[config.mk]
export PLATFORM = sky130hd
export DESIGN_NAME = dmux4way16_stream
export DESIGN_NICKNAME = d
export VERILOG_FILES = /design/src/rtl/dmux_pkg.sv /design/src/rtl/dmux_slot.sv /design/src/rtl/dmux4way16_stream.sv
export SDC_FILE = /design/constraint.sdc
export NUM_CORES = 1
export LEC_CHECK = 0
export ABC_AREA = 1
export BUFFER_PORTS_ARGS = -buffer_cell sky130_fd_sc_hd__buf_2
export CAP_MARGIN = 20
export CORE_MARGIN = 5
export CORE_UTILIZATION = 45
export DETAILED_ROUTE_END_ITERATION = 8
export HOLD_SLACK_MARGIN = 0.06
export PLACE_DENSITY_LB_ADDON = 0.05
export REMOVE_ABC_BUFFERS = 1
export SLEW_MARGIN = 20
export SYNTH_ARGS = -nofsm -noshare
export SYNTH_HDL_FRONTEND = slang
export SYNTH_HIERARCHICAL = 1
export SYNTH_SLANG_ARGS = --single-unit
[constraint.sdc]
create_clock -name clk -period 1.4 [get_ports clk]
set_input_delay 0.28 -clock clk [delete_from_list [all_inputs] [get_ports clk]]
set_output_delay 0.28 -clock clk [all_outputs]
set_load 0.01 [all_outputs]
[src/rtl/dmux_pkg.sv]
// rtl/dmux_pkg.sv - shared widths and line encodings for the 4-way stream demux
package dmux_pkg;

  localparam int NUM_WAYS = 4;
  localparam int LINE_W   = 2;

  typedef logic [LINE_W-1:0] line_t;

  localparam line_t LINE_OUT1 = 2'b00;
  localparam line_t LINE_OUT2 = 2'b01;
  localparam line_t LINE_OUT3 = 2'b10;
  localparam line_t LINE_OUT4 = 2'b11;

endpackage

[src/rtl/dmux_slot.sv]
// rtl/dmux_slot.sv - one-entry output holding slot with load/drain handshake
module dmux_slot #(
  parameter int WIDTH = 16
) (
  input  logic             clk,
  input  logic             rst_n,
  input  logic             load_i,
  input  logic [WIDTH-1:0] data_i,
  input  logic             ready_i,
  output logic [WIDTH-1:0] data_o,
  output logic             valid_o
);

  logic [WIDTH-1:0] data_q, data_d;
  logic             vld_q,  vld_d;

  // Load wins over drain so a full slot can be refilled on the edge it empties.
  always_comb begin
    data_d = data_q;
    vld_d  = vld_q;
    if (vld_q && ready_i) begin
      vld_d = 1'b0;
    end
    if (load_i) begin
      data_d = data_i;
      vld_d  = 1'b1;
    end
  end

  always_ff @(posedge clk or negedge rst_n) begin
    if (!rst_n) begin
      data_q <= '0;
      vld_q  <= 1'b0;
    end else begin
      data_q <= data_d;
      vld_q  <= vld_d;
    end
  end

  assign data_o  = data_q;
  assign valid_o = vld_q;

endmodule

[src/rtl/dmux4way16_stream.sv]
// rtl/dmux4way16_stream.sv - registered 1-to-4 word demux with per-output holding slots
// Optional accepted-word counter port `count` when DMUX_COUNT_EN is defined.
module dmux4way16_stream
  import dmux_pkg::*;
#(
  parameter int WIDTH = 16
) (
`ifdef DMUX_COUNT_EN
  output logic [15:0]      count,
`endif
  input  logic             clk,
  input  logic             rst_n,
  input  logic [WIDTH-1:0] inp,
  input  line_t            line,
  input  logic             inp_valid,
  output logic             inp_ready,
  output logic [WIDTH-1:0] out1,
  output logic [WIDTH-1:0] out2,
  output logic [WIDTH-1:0] out3,
  output logic [WIDTH-1:0] out4,
  output logic             out_valid1,
  output logic             out_valid2,
  output logic             out_valid3,
  output logic             out_valid4,
  input  logic             out_ready1,
  input  logic             out_ready2,
  input  logic             out_ready3,
  input  logic             out_ready4
);

  logic [NUM_WAYS-1:0] vld;
  logic [NUM_WAYS-1:0] rdy;
  logic [NUM_WAYS-1:0] load;
  logic [WIDTH-1:0]    data [NUM_WAYS];
  logic                accept;

  assign rdy = {out_ready4, out_ready3, out_ready2, out_ready1};

  // Backpressure looks only at the addressed slot, so a stalled consumer blocks only its own words.
  assign inp_ready = rst_n & (~vld[line] | rdy[line]);
  assign accept    = inp_valid & inp_ready;

  for (genvar k = 0; k < NUM_WAYS; k++) begin : g_slot
    assign load[k] = accept & (line == line_t'(k));

    dmux_slot #(.WIDTH(WIDTH)) u_slot (
      .clk     (clk),
      .rst_n   (rst_n),
      .load_i  (load[k]),
      .data_i  (inp),
      .ready_i (rdy[k]),
      .data_o  (data[k]),
      .valid_o (vld[k])
    );
  end

  assign out1 = data[0];
  assign out2 = data[1];
  assign out3 = data[2];
  assign out4 = data[3];

  assign {out_valid4, out_valid3, out_valid2, out_valid1} = vld;

`ifdef DMUX_COUNT_EN
  logic [15:0] count_q, count_d;

  assign count_d = count_q + {15'd0, accept};

  always_ff @(posedge clk or negedge rst_n) begin
    if (!rst_n) begin
      count_q <= '0;
    end else begin
      count_q <= count_d;
    end
  end

  assign count = count_q;
`endif

endmodule

==> results.toml <==
[status]
status = "complete, but fails checks"
violations = "negative setup slack"

[sta]
finalSetupTns_ps = -4832
slew_headroom = 0.7024
fin_crit_sh = 1.085
worstMarginPinSlew_ps = 446.4
fin_crit_ps = 1519
timing.final.hold_violations = 0
setup_viol = 67
finClkSkew_ps = 6.135
worst_slack_ps = -118.8
slew_violations = 0
fmax_mhz = 658.4
rsz0062_at_grt = "true"

[finish]
final_layout_size_suffix_gt1_frac = 0.5625
num-nets-final = 468
syn2layout_area_growth_pct = 49.34
post-route-util = 0.6826
final_cell_mix = "120 x nand2_1, 93 x buf_2, 75 x nand2_2, 68 x dfrtp_1, 21 x nand2_4"
fin_cells = 525
mostFrequentLayoutCell = "nand2_1"
diodes = 0

[drt]
routed_wl_um = 8261
firstDrtPassIters = 4
drc = 0
viasPerCell = 4.709
drtAntennaViolNets = 0
vias = 2472
wl_per_cell_um = 15.74
drtIter0Drc = 105

[setup_path]
cp.required_ps = 1120
critical_path.top_delay_family = "flip-flops"
crit_path_top_delay_cell = "dfrtp_1"
crit_top_cell = "nand2_1"
r2r_slack_ps = -110
crit_fanout = 2
critical_path_class = "reg -> out"
rr_worst_depth = 11
slowest_delay_ps = 390
critPathArrivalTime_ps = 1240
r2r-start = "g_slot[2].u_slot/valid_o"
start_kind = "register"
path_buf_inv = 1
endpoint_kind = "output port"
reg2reg_to = "g_slot[1].u_slot/data_o[12]"
crit_chain = "nand2_1, nand2_1, nand2_1, nand2_2, a21boi_2, buf_2"

[synthesis]
ys_types = 15
postSynthAreaPerCell_um2 = 8.943
synth_seq_cells = 68
synthCells = 319
synth_area_um2 = 2853
ys_seq_area_frac = 0.5965
yosys_warnings = 6

[placement]
hpwl_um = 5053
place_ws_ps = -175.9
gp_congestion = 0.7485
placedCellCount = 495
io_buffers = 93

[power]
power.internal_w = 0.003899
p_clk_frac = 0.295
switchingPower_w = 0.001824
power_density_nw_per_um2 = 1343
combPwrFrac = 0.243
leakagePower_nw = 2.365
seqPwrFrac = 0.462
p_sw_frac = 0.3188
irDropWorstVdd_mv = 0.7532

[clocking]
cts-root-buf = "clkbuf_8"
h-tree-depth = 3
clock_sinks = 68
holdBufCountCts = 0
clock_latency_ps = 340
cts_tree = "yes"
cts_buffers = 9
cts_max_path_buffers = 2
clk_pin_slew_ps = 70

[floorplanning]
placeableCoreArea_um2 = 6241
io_pins = 94
die_w_um = 89.62
num_rows = 29
initial_core_util = 0.4571
die_area_um2 = 8032
die_h_um = 89.62

[global_route]
grt_pass1_vias = 2458
grt_usage = 0.2213
grt_overflow = 0
grt_max_degree = 35
grt_pass1_wl_um = 12940
grt_antenna_before_repair = 0

[job]
cap_violations = 0

[hold_path]
min_path_type = "in -> async"
==> power by group through the flow <==
stage	Combinational [W]	Clock [W]	Sequential, W
6_report	0.00139	0.00169	0.00264
3_3_place_gp	0.00117	0	0.00259
4_1_cts	0.00132	0.00171	0.00260
3_5_place_dp	0.00120	0	0.00259
2_1_floorplan	0.000352	0	0.00277
5_1_grt	0.00154	0.00181	0.00269
==> synth_stat cells (all sizes together) <==
library cell | n | area share
a21boi | 1 | 0.0026
nand3 | 4 | 0.0088
dfrtp | 68 | 0.60
nand2 | 216 | 0.30
buf | 9 | 0.041
clkbuf | 4 | 0.019
inv | 11 | 0.026
nor2 | 6 | 0.0096
==> logic make-up (layout without fill, tap and decap cells) <==
group           after synthesis  after routing  share of synthesized area
simple gates                226            226                     0.3149
flops                        68             68                     0.5965
buf+inv                      24            153                    0.08596
compound gates                1              1                   0.002633
==> final cells by class <==
| cell class | instances | area, µm² |
|---|---|---|
| clock buffer | 11 | 151.4 |
| clock inverter | 5 | 60.06 |
| multi-input combinational | 227 | 1257 |
| timing repair buffer | 118 | 780.7 |
| inverter | 11 | 101.3 |
| fill | 521 | 1981 |
| timing repair inverter | 8 | 111.4 |
| tap | 77 | 96.34 |
| sequential | 68 | 1702 |
==> timing repair <==
action | 4_1_cts | 5_1_grt
pin swaps | 25 | 16
resized for setup | 91 | 45
setup buffers | 5 | 1
setup endpoints to repair | 65 | 69
cloned | 8 | 1
endpoints found under the hold margin | 0 | 0
==> how the worst max path moves through the flow <==
stage,from,endpoint,slack (ps),depth (start not counted)
2_1_floorplan,g_slot[3].u_slot/valid_o,g_slot[3].u_slot/data_o[0],-460,10
3_3_place_gp,line[0],g_slot[1].u_slot/data_o[10],-150,13
3_5_place_dp,line[0],g_slot[3].u_slot/data_o[3],-180,13
4_1_cts,g_slot[1].u_slot/valid_o,inp_ready,-130,6
5_1_grt,g_slot[1].u_slot/valid_o,g_slot[0].u_slot/data_o[10],-210,11
6_report,g_slot[2].u_slot/valid_o,inp_ready,-120,6
==> metrics by stage <==
stage,hold WS (ps),cell area (µm²),power (W)
finish,57.79,4260,0.005723
global route,89.74,4260,0.006039
CTS,63.31,4088,0.005631
detailed placement,410.2,3471,0.003785
global placement,417.1,3471,0.003764
floorplan,-15.59,2681,0.003126
==> per-layer routing <==
metal | global-route usage | part of all wire | vias to the layer above
met5 | 0 | 0 | -
li1 | - | - | 1213
met4 | 0.09337 | 0.015 | 0
met2 | 0.3444 | 0.48 | 68
met1 | 0.3055 | 0.45 | 1182
met3 | 0.04015 | 0.050 | 9
==> state kept, by name, indices dropped and copies added (netlist names) <==
register / count
g_slot.u_slot/data_o: 64
g_slot.u_slot/valid_o: 4
No activity file was read; power rests on OpenSTA's default activity.
